**src/rtl/alu_issue_stage_if.sv**
```systemverilog
`default_nettype none
// ============================================================================
//  Module   : alu_issue_stage_if
//  Purpose  : Op-issue, ALU drive, result and external-write signals of the
//             ALU issue stage, bundled with master (environment) and slave
//             (stage) views.
//  Revision : 1.0  initial release
// ============================================================================
interface alu_issue_stage_if #(
    parameter int DATA_W = 8,
    parameter int AW     = 3
) ();
    // Op issue handshake
    logic              in_valid;
    logic              in_ready;
    logic [1:0]        in_op;
    logic [AW-1:0]     in_rd;
    logic [AW-1:0]     in_rs1;
    logic [AW-1:0]     in_rs2;
    logic              in_imm_en;
    logic [DATA_W-1:0] in_imm;
    // ALU drive / capture
    logic [DATA_W-1:0] alu_a;
    logic [DATA_W-1:0] alu_b;
    logic [1:0]        alu_ctrl;
    logic [DATA_W-1:0] alu_result;
    // Result handshake
    logic              res_valid;
    logic              res_ready;
    logic [DATA_W-1:0] res_data;
    logic [AW-1:0]     res_rd;
    logic              res_zero;
    // External register write
    logic              ext_we;
    logic [AW-1:0]     ext_waddr;
    logic [DATA_W-1:0] ext_wdata;

    modport master (
        output in_valid, in_op, in_rd, in_rs1, in_rs2, in_imm_en, in_imm,
        output alu_result, res_ready, ext_we, ext_waddr, ext_wdata,
        input  in_ready, alu_a, alu_b, alu_ctrl,
        input  res_valid, res_data, res_rd, res_zero
    );

    modport slave (
        input  in_valid, in_op, in_rd, in_rs1, in_rs2, in_imm_en, in_imm,
        input  alu_result, res_ready, ext_we, ext_waddr, ext_wdata,
        output in_ready, alu_a, alu_b, alu_ctrl,
        output res_valid, res_data, res_rd, res_zero
    );
endinterface
`default_nettype wire

```
**src/rtl/alu_issue_stage.sv**
```systemverilog
`default_nettype none
// ============================================================================
//  Module   : alu_issue_stage
//  Purpose  : Execute-stage controller in front of a combinational ALU.
//             Accepts ops, reads operands from an internal register file,
//             drives registered operands/control into the ALU, writes the
//             ALU result back and offers it downstream.
//  Revision : 1.0  initial release
// ============================================================================
module alu_issue_stage #(
    parameter int DATA_W  = 8,
    parameter int NREGS   = 8,
    parameter int ZERO_R0 = 1
) (
    input  wire logic          clk,
    input  wire logic          reset_n,
    alu_issue_stage_if.slave   bus
);
    localparam int AW = $clog2(NREGS);

    typedef enum logic [1:0] {
        ST_IDLE = 2'd0,
        ST_EXEC = 2'd1,
        ST_DONE = 2'd2
    } state_t;

    state_t            state_q, state_d;
    logic [DATA_W-1:0] regs_q [NREGS];
    logic [DATA_W-1:0] regs_d [NREGS];
    logic [DATA_W-1:0] alu_a_q, alu_a_d;
    logic [DATA_W-1:0] alu_b_q, alu_b_d;
    logic [1:0]        alu_ctrl_q, alu_ctrl_d;
    logic [AW-1:0]     rd_q, rd_d;
    logic [DATA_W-1:0] res_data_q, res_data_d;
    logic [AW-1:0]     res_rd_q, res_rd_d;
    logic              res_zero_q, res_zero_d;

    logic              w_in_ready;
    logic              w_accept;
    logic [DATA_W-1:0] w_rs1_val;
    logic [DATA_W-1:0] w_rs2_val;

    // Handshake: a new op may enter when idle, or when the held result leaves this cycle
    assign w_in_ready = (state_q == ST_IDLE) || ((state_q == ST_DONE) && bus.res_ready);
    assign w_accept   = bus.in_valid && w_in_ready;

    // Operand read; r0 is hardwired to zero when enabled. No bypass of same-cycle external writes.
    assign w_rs1_val = ((ZERO_R0 != 0) && (bus.in_rs1 == '0)) ? '0 : regs_q[bus.in_rs1];
    assign w_rs2_val = ((ZERO_R0 != 0) && (bus.in_rs2 == '0)) ? '0 : regs_q[bus.in_rs2];

    // Next-state, operand latch, result capture and register-file update
    always_comb begin
        state_d    = state_q;
        regs_d     = regs_q;
        alu_a_d    = alu_a_q;
        alu_b_d    = alu_b_q;
        alu_ctrl_d = alu_ctrl_q;
        rd_d       = rd_q;
        res_data_d = res_data_q;
        res_rd_d   = res_rd_q;
        res_zero_d = res_zero_q;

        // External write first so a same-address EXEC writeback overrides it
        if (bus.ext_we && !((ZERO_R0 != 0) && (bus.ext_waddr == '0))) begin
            regs_d[bus.ext_waddr] = bus.ext_wdata;
        end

        case (state_q)
            ST_IDLE: begin
                if (w_accept) begin
                    state_d = ST_EXEC;
                end
            end
            ST_EXEC: begin
                res_data_d = bus.alu_result;
                res_rd_d   = rd_q;
                res_zero_d = (bus.alu_result == '0);
                if (!((ZERO_R0 != 0) && (rd_q == '0))) begin
                    regs_d[rd_q] = bus.alu_result;
                end
                state_d = ST_DONE;
            end
            ST_DONE: begin
                if (bus.res_ready) begin
                    state_d = w_accept ? ST_EXEC : ST_IDLE;
                end
            end
            default: begin
                state_d = ST_IDLE;
            end
        endcase

        // Operands are only reloaded on accept, so they stay stable through EXEC and DONE
        if (w_accept) begin
            alu_a_d    = w_rs1_val;
            alu_b_d    = bus.in_imm_en ? bus.in_imm : w_rs2_val;
            alu_ctrl_d = bus.in_op;
            rd_d       = bus.in_rd;
        end
    end

    // State and datapath registers; reset discards any op in flight
    always_ff @(posedge clk or negedge reset_n) begin
        if (!reset_n) begin
            state_q    <= ST_IDLE;
            regs_q     <= '{default: '0};
            alu_a_q    <= '0;
            alu_b_q    <= '0;
            alu_ctrl_q <= '0;
            rd_q       <= '0;
            res_data_q <= '0;
            res_rd_q   <= '0;
            res_zero_q <= 1'b0;
        end else begin
            state_q    <= state_d;
            regs_q     <= regs_d;
            alu_a_q    <= alu_a_d;
            alu_b_q    <= alu_b_d;
            alu_ctrl_q <= alu_ctrl_d;
            rd_q       <= rd_d;
            res_data_q <= res_data_d;
            res_rd_q   <= res_rd_d;
            res_zero_q <= res_zero_d;
        end
    end

    assign bus.in_ready  = w_in_ready;
    assign bus.alu_a     = alu_a_q;
    assign bus.alu_b     = alu_b_q;
    assign bus.alu_ctrl  = alu_ctrl_q;
    assign bus.res_valid = (state_q == ST_DONE);
    assign bus.res_data  = res_data_q;
    assign bus.res_rd    = res_rd_q;
    assign bus.res_zero  = res_zero_q;

endmodule
`default_nettype wire

```
**src/flat_wrapper.sv**
```systemverilog
// flat-port wrapper written by rule: the top's interface ports become plain ports
module alu_issue_stage_flat 
#(
    parameter int DATA_W  = 8,
    parameter int NREGS   = 8,
    parameter int ZERO_R0 = 1
)
  (clk, reset_n, bus_in_valid, bus_in_op, bus_in_rd, bus_in_rs1, bus_in_rs2, bus_in_imm_en, bus_in_imm, bus_alu_result, bus_res_ready, bus_ext_we, bus_ext_waddr, bus_ext_wdata, bus_in_ready, bus_alu_a, bus_alu_b, bus_alu_ctrl, bus_res_valid, bus_res_data, bus_res_rd, bus_res_zero);
  alu_issue_stage_if #(.DATA_W(DATA_W), .AW((3))) bus_i ();
  input  wire logic clk;
  input  wire logic reset_n;
  input wire logic [$bits(bus_i.in_valid)-1:0] bus_in_valid;
  input wire logic [$bits(bus_i.in_op)-1:0] bus_in_op;
  input wire logic [$bits(bus_i.in_rd)-1:0] bus_in_rd;
  input wire logic [$bits(bus_i.in_rs1)-1:0] bus_in_rs1;
  input wire logic [$bits(bus_i.in_rs2)-1:0] bus_in_rs2;
  input wire logic [$bits(bus_i.in_imm_en)-1:0] bus_in_imm_en;
  input wire logic [$bits(bus_i.in_imm)-1:0] bus_in_imm;
  input wire logic [$bits(bus_i.alu_result)-1:0] bus_alu_result;
  input wire logic [$bits(bus_i.res_ready)-1:0] bus_res_ready;
  input wire logic [$bits(bus_i.ext_we)-1:0] bus_ext_we;
  input wire logic [$bits(bus_i.ext_waddr)-1:0] bus_ext_waddr;
  input wire logic [$bits(bus_i.ext_wdata)-1:0] bus_ext_wdata;
  output wire logic [$bits(bus_i.in_ready)-1:0] bus_in_ready;
  output wire logic [$bits(bus_i.alu_a)-1:0] bus_alu_a;
  output wire logic [$bits(bus_i.alu_b)-1:0] bus_alu_b;
  output wire logic [$bits(bus_i.alu_ctrl)-1:0] bus_alu_ctrl;
  output wire logic [$bits(bus_i.res_valid)-1:0] bus_res_valid;
  output wire logic [$bits(bus_i.res_data)-1:0] bus_res_data;
  output wire logic [$bits(bus_i.res_rd)-1:0] bus_res_rd;
  output wire logic [$bits(bus_i.res_zero)-1:0] bus_res_zero;
  assign bus_i.in_valid = bus_in_valid;
  assign bus_i.in_op = bus_in_op;
  assign bus_i.in_rd = bus_in_rd;
  assign bus_i.in_rs1 = bus_in_rs1;
  assign bus_i.in_rs2 = bus_in_rs2;
  assign bus_i.in_imm_en = bus_in_imm_en;
  assign bus_i.in_imm = bus_in_imm;
  assign bus_i.alu_result = bus_alu_result;
  assign bus_i.res_ready = bus_res_ready;
  assign bus_i.ext_we = bus_ext_we;
  assign bus_i.ext_waddr = bus_ext_waddr;
  assign bus_i.ext_wdata = bus_ext_wdata;
  assign bus_in_ready = bus_i.in_ready;
  assign bus_alu_a = bus_i.alu_a;
  assign bus_alu_b = bus_i.alu_b;
  assign bus_alu_ctrl = bus_i.alu_ctrl;
  assign bus_res_valid = bus_i.res_valid;
  assign bus_res_data = bus_i.res_data;
  assign bus_res_rd = bus_i.res_rd;
  assign bus_res_zero = bus_i.res_zero;
  alu_issue_stage #(.DATA_W(DATA_W), .NREGS(NREGS), .ZERO_R0(ZERO_R0)) u_core (.clk(clk), .reset_n(reset_n), .bus(bus_i));
endmodule
```
**config.mk**
```make
export PLATFORM = sky130hd
export DESIGN_NAME = alu_issue_stage_flat
export DESIGN_NICKNAME = d
export VERILOG_FILES = /design/src/rtl/alu_issue_stage_if.sv /design/src/rtl/alu_issue_stage.sv /design/src/flat_wrapper.sv
export SDC_FILE = /design/constraint.sdc
export NUM_CORES = 1
export LEC_CHECK = 0
export ABC_AREA = 1
export CAP_MARGIN = 20
export CORE_MARGIN = 2
export CORE_UTILIZATION = 55
export DETAILED_ROUTE_END_ITERATION = 8
export PLACE_DENSITY_LB_ADDON = 0.08
export SKIP_CTS_REPAIR_TIMING = 1
export SYNTH_ARGS = -nofsm -noshare
export SYNTH_HDL_FRONTEND = slang
export SYNTH_SLANG_ARGS = --single-unit
export TNS_END_PERCENT = 100
```
**constraint.sdc**
```tcl
create_clock -name clk -period 1.83 [get_ports clk]
set_input_delay 0.366 -clock clk [delete_from_list [all_inputs] [get_ports clk]]
set_output_delay 0.366 -clock clk [all_outputs]
set_load 0.005 [all_outputs]
```
==> results of run 1 <==
-- power breakdown --
group / total (mW) / internal (mW) / switching (mW)
Combinational: 2.87 / 1.33 / 1.54
Sequential: 3.29 / 2.77 / 0.519
Clock: 1.55 / 0.780 / 0.767
-- final cells by class --
class	count	area (µm²)
clock buffer	9	124
clock inverter	6	95.1
fill	760	2600
inverter	86	323
multi-input combinational	491	2350
sequential	91	2280
tap	111	139
timing repair buffer	128	1240
-- cell usage in the layout, fill, tap and decap left out --
master / instances
o211ai_1: 47
dlymetal6s2s_1: 2
a21oi_1: 42
inv_6: 3
nand3_2: 1
o31ai_1: 1
nor2_1: 33
dlygate4sd3_1: 1
nand3_1: 71
clkinv_1: 1
o21ai_1: 9
clkbuf_8: 9
bufinv_16: 2
o21ai_0: 75
buf_4: 46
nor3_4: 1
nand4_1: 2
nand2_1: 191
nand2_2: 4
nor2_2: 2
clkdlybuf4s50_1: 72
a31oi_1: 6
clkinv_4: 1
inv_2: 2
inv_1: 83
dfrtp_1: 91
nor2_4: 3
or2_2: 3
buf_12: 7
-- worst paths after layout --
kind / startpoint / to / slack (ns) / cells past startpoint
setup / recovery: u_core.bus.alu_a[6]$_DFFE_PN0P_ / bus_alu_a[6] / 0.19 / 1
hold / removal: reset_n / u_core.regs_q[25]$_DFF_PN0_ / 0.38 / 2
setup reg to reg: u_core.state_q[1]$_DFFE_PN0P_ / u_core.regs_q[15]$_DFF_PN0_ / 0.19 / 6
hold reg to reg: u_core.bus.alu_ctrl[1]$_DFFE_PN0P_ / u_core.bus.alu_ctrl[1]$_DFFE_PN0P_ / 0.48 / 2
max in group asynchronous: reset_n / u_core.regs_q[16]$_DFF_PN0_ / 0.86 / 3
min in group clk: u_core.bus.alu_ctrl[1]$_DFFE_PN0P_ / u_core.bus.alu_ctrl[1]$_DFFE_PN0P_ / 0.48 / 2
-- sequential cells by signal, indices dropped and copies added (netlist names) --
signal               count
u_core.state_q           2
u_core.bus.res_rd        3
u_core.bus.alu_ctrl      2
u_core.bus.alu_b         8
u_core.bus.res_zero      1
u_core.regs_q           56
u_core.bus.res_data      8
u_core.rd_q              3
u_core.bus.alu_a         8
-- through the flow --
step | instances | TNS (ns) | setup slack, ns
after floorplan | 705 | 0 | 0.540
after global placement | 904 | -0.0780 | -0.0780
after detailed placement | 904 | -0.370 | -0.0695
after CTS | 919 | -0.0721 | -0.0721
after global routing | 922 | 0 | 0.0331
final | 922 | 0 | 0.189
-- cell families (layout without fill, tap and decap cells) --
| kind of cell | Yosys count | after routing |
|---|---|---|
| AOI/OAI and AO/OA | 180 | 180 |
| buffers and inverters | 123 | 229 |
| DFF | 91 | 91 |
| and+or+nand+nor | 311 | 311 |
-- layer usage --
metal  global-route usage  wire length [µm]
met1                0.492              6900
met2                0.556              7880
met3               0.0596              1870
met4                0.139               753
met5                    0                 0
==> results.md, run 1 <==
- Number of buffers on the longest clock path: 2
- Critical-path maximum fanout: 2
- Least-Margin Pin Slew: 0.571 ns
- Chip height: 101 µm
- Data arrival time of the critical path: 1.27 ns
- Part of the cycle the worst path needs: 0.897
- CTS sink count: 91
- Antenna Cells: 0
- Routed wirelength normalized by instance count: 18.9 µm
- Post-route core utilization: 0.716
- Largest stage delay, worst path: 0.52 ns
- RSZ-0062 raised after global routing: false
- Detailed-placement wirelength estimate: 12,800 µm
- Leak: 3.23 nW
- DIE AREA: 10,100 µm²
- Drt first pass iters: 6
- Area of the core: 9150 µm²
- Register area share after synthesis: 0.443
- Layout cells sized above 1: 0.104
- Critical Path End Type: output pin
- Post-detailed-route via-to-cell ratio: 5.99
- Post-route cell area: 6550 µm²
- Final Max Slew Viols: 0
- Max Fclk: 609 MHz
- Number of placement rows: 35
- DRT iter0 DRCs: 513
- Area Growth Syn to Fin: 27.5%
- Placed Instance Area: 6300 µm²
- Clock tree from TritonCTS: yes
- Maximum number of pins on one net before global-route repair: 38
- CTS Buf Count: 9
- Worst path slowest cell: clkdlybuf4s50_1
- Synth top area share: 0.443
- Number of buffers inserted by port buffering: 75
- Result of the run: complete, no violations
- Yosys warns: 0
- Final-report hold violation count: 0
- Synth Area per Inst: 7.29 µm²
- Share of synthesized cell area in and, or, nand and nor gates: 0.258
- Fraction of registers with async set or reset after synthesis: 1.00
- Post-layout nets: 851
- Horizontal die dimension: 101 µm
- Power, Total: 7.71 mW
- Yosys top cell by area: dfrtp_1
- Ranking of synthesized cells by instance count: 191 x nand2_1, 91 x dfrtp_1, 83 x inv_1
- Cell chain of the critical path: clkdlybuf4s50_1
- Crit path buffers/inverters: 1
- Adder and majority gate portion of the synthesized area: 0
- EDFF count, synth: 0
- Total Routed Length: 17,400 µm
- Worst VDD drop: 0.694 mV
- Total congestion overflow after global routing: 0
- First-pass GRT wire length: 27,300 µm
- Compound-gate portion of the synthesized area: 0.200
- Critical path startpoint category: flop
- Number of H-tree branching levels: 3
- Initial Utilization: 0.561
- Worst hold margin: 0.383 ns
- Final-report setup violation count: 0
- Cell Pwr Density: 1180 nW/µm²
- Number of antenna violations at the first check in global routing: 0
- Xor/xnor share of the synthesized area: 0
- Residual DRC count: 0
- Share of synthesized area spent on multiplexers: 0
- Remaining number of nets flagged by the antenna check after routing: 0
- Top area cells in the synthesized netlist: dfrtp_1 44%, nand2_1 14%, o21ai_0 7.3%, nand3_1 6.9%, o211ai_1 6.9%
- Minimum clock period: 1.64 ns
- Main combinational cell family by area after synthesis: simple AND/OR/NAND/NOR gates
- Clk pin slew, worst setup/hold paths: 0.10 ns
- Latest clock arrival within the worst-skew pair: 0.36 ns
- Worst slew margin: 0.619
- Number of synthesized register bits: 91
- Required time at the endpoint of the critical path: 1.46 ns
- Post-synth net total: 749
- Number of different library cells in the post-synthesis netlist: 23
- Routability-driven placement congestion ratio: 1.04
- Post-route clock skew: 0.0129 ns
- Total of max-cap violations: 0
- Top_reg_cell synth: dfrtp_1
- GRT Total Usage: 0.354
- Clock root buffer: clkbuf_8
- Most frequently used cell type in the post-synthesis netlist: nand2_1
- Kind of critical path: reg2out
- Gate count of the mapped netlist: 705
- Min-delay worst type: in2async
- Top cell family by delay on the critical path: buffers and inverters
- Post-Synthesis Cell Area: 5140 µm²
- Top-level I/O count: 76
- Vias: 5,520
- Number of global-route vias before repair: 5,068
Power figures use the tool's default switching activity.
==> run 2, diff against run 1 <==
--- a/config.mk
+++ b/config.mk
@@ -9,6 +9,7 @@
 export CAP_MARGIN = 20
 export CORE_MARGIN = 2
 export CORE_UTILIZATION = 55
+export CTS_BUF_LIST = sky130_fd_sc_hd__clkbuf_4
 export DETAILED_ROUTE_END_ITERATION = 8
 export PLACE_DENSITY_LB_ADDON = 0.08
 export SKIP_CTS_REPAIR_TIMING = 1
==> run 2 against run 1 <==
Via count fell by 1.3%. Die area did not move. Register-to-register slack got worse by 0.05 ns. Sequential power barely moved. First-iteration DRC count rose by 18%. Sequential share of layout area rose by 0.26 points. Combinational power barely moved.
==> results.md, run 2 (same netlist as run 1, synthesis figures left out) <==
- CTS sink count: 91
- Clock root buffer: clkbuf_4
- Worst path slowest cell: clkdlybuf4s50_1
- Remaining number of nets flagged by the antenna check after routing: 0
- Routed wirelength normalized by instance count: 18.7 µm
- Number of H-tree branching levels: 3
- Number of global-route vias before repair: 5,065
- Placed Instance Area: 6300 µm²
- Number of buffers inserted by port buffering: 75
- Placed instance count: 904
- Crit path buffers/inverters: 1
- Detailed-placement wirelength estimate: 12,800 µm
- Latest clock arrival within the worst-skew pair: 0.45 ns
- Residual DRC count: 0
- Worst slew margin: 0.607
- Final-report hold violation count: 0
- Power, Total: 7.45 mW
- Final-report setup violation count: 0
- Worst VDD drop: 0.658 mV
- Critical Path End Type: output pin
- Layout cells sized above 1: 0.105
- Post-route cell area: 6500 µm²
- Number of buffers on the longest clock path: 2
- Chip height: 101 µm
- Leak: 3.21 nW
- Clock tree from TritonCTS: yes
- Data arrival time of the critical path: 1.36 ns
- Origin of the worst setup path: u_core.bus.alu_a[6]$_DFFE_PN0P_
- Clk pin slew, worst setup/hold paths: 0.17 ns
- First-pass GRT wire length: 27,400 µm
- Initial Utilization: 0.561
- Leading cell types in the layout, fill and taps excluded: 191 x nand2_1, 91 x dfrtp_1, 83 x inv_1
- Top-level I/O count: 76
- Number of antenna violations at the first check in global routing: 0
- Result of the run: complete, no violations
- Flip-flop count of the largest register, all copies and words added: 56
- Kind of critical path: reg2out
- Drt first pass iters: 6
- GRT Total Usage: 0.352
- Required time at the endpoint of the critical path: 1.46 ns
- Maximum number of pins on one net before global-route repair: 38
- Minimum clock period: 1.73 ns
- Area Growth Syn to Fin: 26.6%
- Leading cell type in the layout, fill and taps excluded: nand2_1
- TNS Setup: 0 ns
- Cell chain of the critical path: clkdlybuf4s50_1
- Min-delay worst type: in2async
- Area of the core: 9150 µm²
- Final Max Slew Viols: 0
- DIE AREA: 10,100 µm²
- Post-route clock skew: 0.0267 ns
- Max Fclk: 578 MHz
- Critical path startpoint category: flop
- Number of cells in the finished layout apart from fillers: 923
- Post-detailed-route via-to-cell ratio: 5.91
- Vias: 5,451
- CTS Buf Count: 9
- Top cell family by delay on the critical path: buffers and inverters
- Part of the cycle the worst path needs: 0.946
- Top register by number of flip-flops: u_core.regs_q
- Antenna Cells: 0
- Total Routed Length: 17,300 µm
- Horizontal die dimension: 101 µm
- Worst reg2reg path startpoint: u_core.state_q[0]$_DFFE_PN0P_
- DRT iter0 DRCs: 607
- Total of max-cap violations: 0
- Worst hold margin: 0.276 ns
- Largest stage delay, worst path: 0.52 ns
- Cell Pwr Density: 1150 nW/µm²
- Critical-path maximum fanout: 2
- Total congestion overflow after global routing: 0
- Number of placement rows: 35
- Routability-driven placement congestion ratio: 1.04
- Least-Margin Pin Slew: 0.588 ns
- Post-layout nets: 852
==> run 2: changes by cell type in the layout (fill, tap and decap cells not counted), sizes merged <==
| cell | change |
|---|---|
| buf | +1 |
==> run 2: worst paths after layout <==
kind / to / slack, ns / cells past startpoint
setup / recovery: bus_alu_a[6] / 0.1 / 1
hold / removal: u_core.regs_q[13]$_DFF_PN0_ / 0.28 / 2
setup reg to reg: u_core.regs_q[15]$_DFF_PN0_ / 0.14 / 6
hold reg to reg: u_core.bus.alu_ctrl[1]$_DFFE_PN0P_ / 0.49 / 2
max in group asynchronous: u_core.regs_q[16]$_DFF_PN0_ / 0.96 / 3
min in group clk: u_core.bus.alu_ctrl[0]$_DFFE_PN0P_ / 0.45 / 3
==> run 2: cell type report <==
type                    instances  area (µm²)
inverters                      86         323
well taps                     111         139
flip-flops and latches         91        2280
clock inverters                 6        95.1
clock buffers                   9        67.6
multi-input cells             491        2350
fillers                       759        2650
repair buffers                129        1250
==> run 2: metrics by stage <==
| stage | utilization | setup slack, ns |
|---|---|---|
| 2_1_floorplan | - | 0.540 |
| 3_3_place_gp | 0.689 | -0.0780 |
| 3_5_place_dp | 0.689 | -0.0695 |
| 4_1_cts | 0.706 | -0.152 |
| 5_1_grt | 0.711 | -0.0353 |
| 6_report | 0.711 | 0.0993 |
==> run 2: power breakdown <==
group	switching, mW	total [mW]	internal (mW)
sequential	0.526	3.29	2.76
clock	0.743	1.31	0.565
combinational	1.52	2.85	1.33
total	2.79	7.45	4.66
==> run 2: routing by layer <==
layer | global-route usage | wire length (µm) | up-vias
met5 | 0 | 0 | -
met4 | 0.145 | 803 | 0
met3 | 0.0381 | 2000 | 69
met2 | 0.556 | 7800 | 354
met1 | 0.497 | 6700 | 2497
li1 | - | - | 2531
==> run 3, diff against run 2 <==
--- a/config.mk
+++ b/config.mk
@@ -7,11 +7,10 @@
 export LEC_CHECK = 0
 export ABC_AREA = 1
 export CAP_MARGIN = 20
-export CORE_MARGIN = 2
 export CORE_UTILIZATION = 55
 export CTS_BUF_LIST = sky130_fd_sc_hd__clkbuf_4
 export DETAILED_ROUTE_END_ITERATION = 8
-export PLACE_DENSITY_LB_ADDON = 0.08
+export PLACE_DENSITY = 0.81
 export SKIP_CTS_REPAIR_TIMING = 1
 export SYNTH_ARGS = -nofsm -noshare
 export SYNTH_HDL_FRONTEND = slang
==> run 3 against run 2 <==
Fmax is 2.8% lower. Critical path type unchanged. Non-clock buffer count shrank 9. Wire length rose by 1.2%. Largest power group unchanged.
==> results.md, run 3 (same netlist as run 1, synthesis figures left out) <==
- Post-detailed-route via-to-cell ratio: 5.86
- Detailed-placement wirelength estimate: 12,800 µm
- Number of cells in the finished layout apart from fillers: 912
- Number of placement rows: 34
- GRT Total Usage: 0.378
- Area occupied by multi-input gates: 2350 µm²
- Post-route core utilization: 0.718
- Leading cell type in the layout, fill and taps excluded: nand2_1
- Power, Total: 7.14 mW
- Post-route clock skew: 0.0213 ns
- Layout cells sized above 1: 0.0945
- RSZ-0062 raised after global routing: true
- Top cell family by delay on the critical path: buffers and inverters
- TNS Setup: 0 ns
- Top register by number of flip-flops: u_core.regs_q
- Area of the core: 8890 µm²
- Final-report hold violation count: 0
- Post-layout nets: 843
- Largest stage delay, worst path: 0.52 ns
- Number of buffers on the longest clock path: 2
- Top-level I/O count: 76
- Clock tree from TritonCTS: yes
- Final Max Slew Viols: 0
- First-pass GRT wire length: 27,600 µm
- Result of the run: complete, no violations
- Vias: 5,340
- Worst VDD drop: 0.713 mV
- Number of global-route vias before repair: 5,115
- Flip-flop count of the largest register, all copies and words added: 56
- Worst path slowest cell: clkdlybuf4s50_1
- DRT iter0 DRCs: 492
- Number of antenna violations at the first check in global routing: 0
- Clk pin slew, worst setup/hold paths: 0.17 ns
- Horizontal die dimension: 98.6 µm
- Leading cell types in the layout, fill and taps excluded: 191 x nand2_1, 91 x dfrtp_1, 83 x inv_1
- Cell Pwr Density: 1120 nW/µm²
- Number of buffers inserted by port buffering: 75
- Critical path startpoint category: flop
- Critical-path maximum fanout: 2
- Critical Path End Type: output pin
- # fillers: 741
- Total congestion overflow after global routing: 0
- Required time at the endpoint of the critical path: 1.46 ns
- Number of H-tree branching levels: 3
- Remaining number of nets flagged by the antenna check after routing: 0
- DIE AREA: 9730 µm²
- Initial Utilization: 0.578
- Kind of critical path: reg2out
- CTS Buf Count: 9
- Chip height: 98.6 µm
- Leak: 3.14 nW
- Antenna Cells: 0
- Minimum clock period: 1.78 ns
- Crit path buffers/inverters: 1
- Residual DRC count: 0
- Final-report setup violation count: 0
- Latest clock arrival within the worst-skew pair: 0.45 ns
- Data arrival time of the critical path: 1.41 ns
- Total of max-cap violations: 0
- Cell chain of the critical path: clkdlybuf4s50_1
- Min-delay worst type: in2async
- Area Growth Syn to Fin: 24.3%
- Placed instance count: 895
- Sequential standard cell area: 2280 µm²
- Routability-driven placement congestion ratio: 0.993
- Total Routed Length: 17,500 µm
- CTS sink count: 91
- Drt first pass iters: 5
- Clock root buffer: clkbuf_4
- Routed wirelength normalized by instance count: 19.2 µm
- Max Fclk: 562 MHz
- Worst slew margin: 0.526
- Least-Margin Pin Slew: 0.711 ns
- Maximum number of pins on one net before global-route repair: 49
- Part of the cycle the worst path needs: 0.973
==> run 3: metal layers <==
| layer | track usage | up-vias | wire length [µm] |
|---|---|---|---|
| met5 | 0 | - | 0 |
| met4 | 0.155 | 0 | 543 |
| met3 | 0.0652 | 41 | 1840 |
| met2 | 0.603 | 349 | 8130 |
| met1 | 0.515 | 2431 | 6990 |
| li1 | - | 2519 | - |
==> run 3: layout make-up <==
type | count | share of cell area
multi-input cells | 491 | 0.369
flip-flops and latches | 91 | 0.357
repair buffers | 120 | 0.183
inverters | 86 | 0.0506
well taps | 108 | 0.0212
clock buffers | 9 | 0.0106
clock inverters | 7 | 0.00941
==> run 3: path summary, 6_finish.rpt <==
path | from | endpoint | slack, ns | cells past startpoint
min in group clk | bus_in_op[1] | u_core.bus.alu_ctrl[1]$_DFFE_PN0P_ | 0.45 | 3
setup / recovery | u_core.bus.alu_a[1]$_DFFE_PN0P_ | bus_alu_a[1] | 0.05 | 1
hold / removal | reset_n | u_core.state_q[1]$_DFFE_PN0P_ | 0.34 | 2
hold reg to reg | u_core.bus.alu_ctrl[1]$_DFFE_PN0P_ | u_core.bus.alu_ctrl[1]$_DFFE_PN0P_ | 0.49 | 2
setup reg to reg | u_core.state_q[1]$_DFFE_PN0P_ | u_core.regs_q[45]$_DFF_PN0_ | 0.13 | 6
max in group asynchronous | reset_n | u_core.bus.alu_a[5]$_DFFE_PN0P_ | 0.85 | 3
==> run 3: stage by stage <==
stage	setup WS, ns	instance area [µm²]	hold slack [ns]
floorplan	0.540	5140	0.0704
detailed placement	-0.0759	6240	0.302
global placement	-0.0700	6240	0.300
global route	-0.0275	6380	0.353
CTS	-0.143	6370	-0.212
finish	0.0492	6380	0.345
==> run 3: power by group <==
group | internal, mW | switching [mW]
sequential | 2.76 | 0.498
combinational | 1.30 | 1.49
clock | 0.307 | 0.781
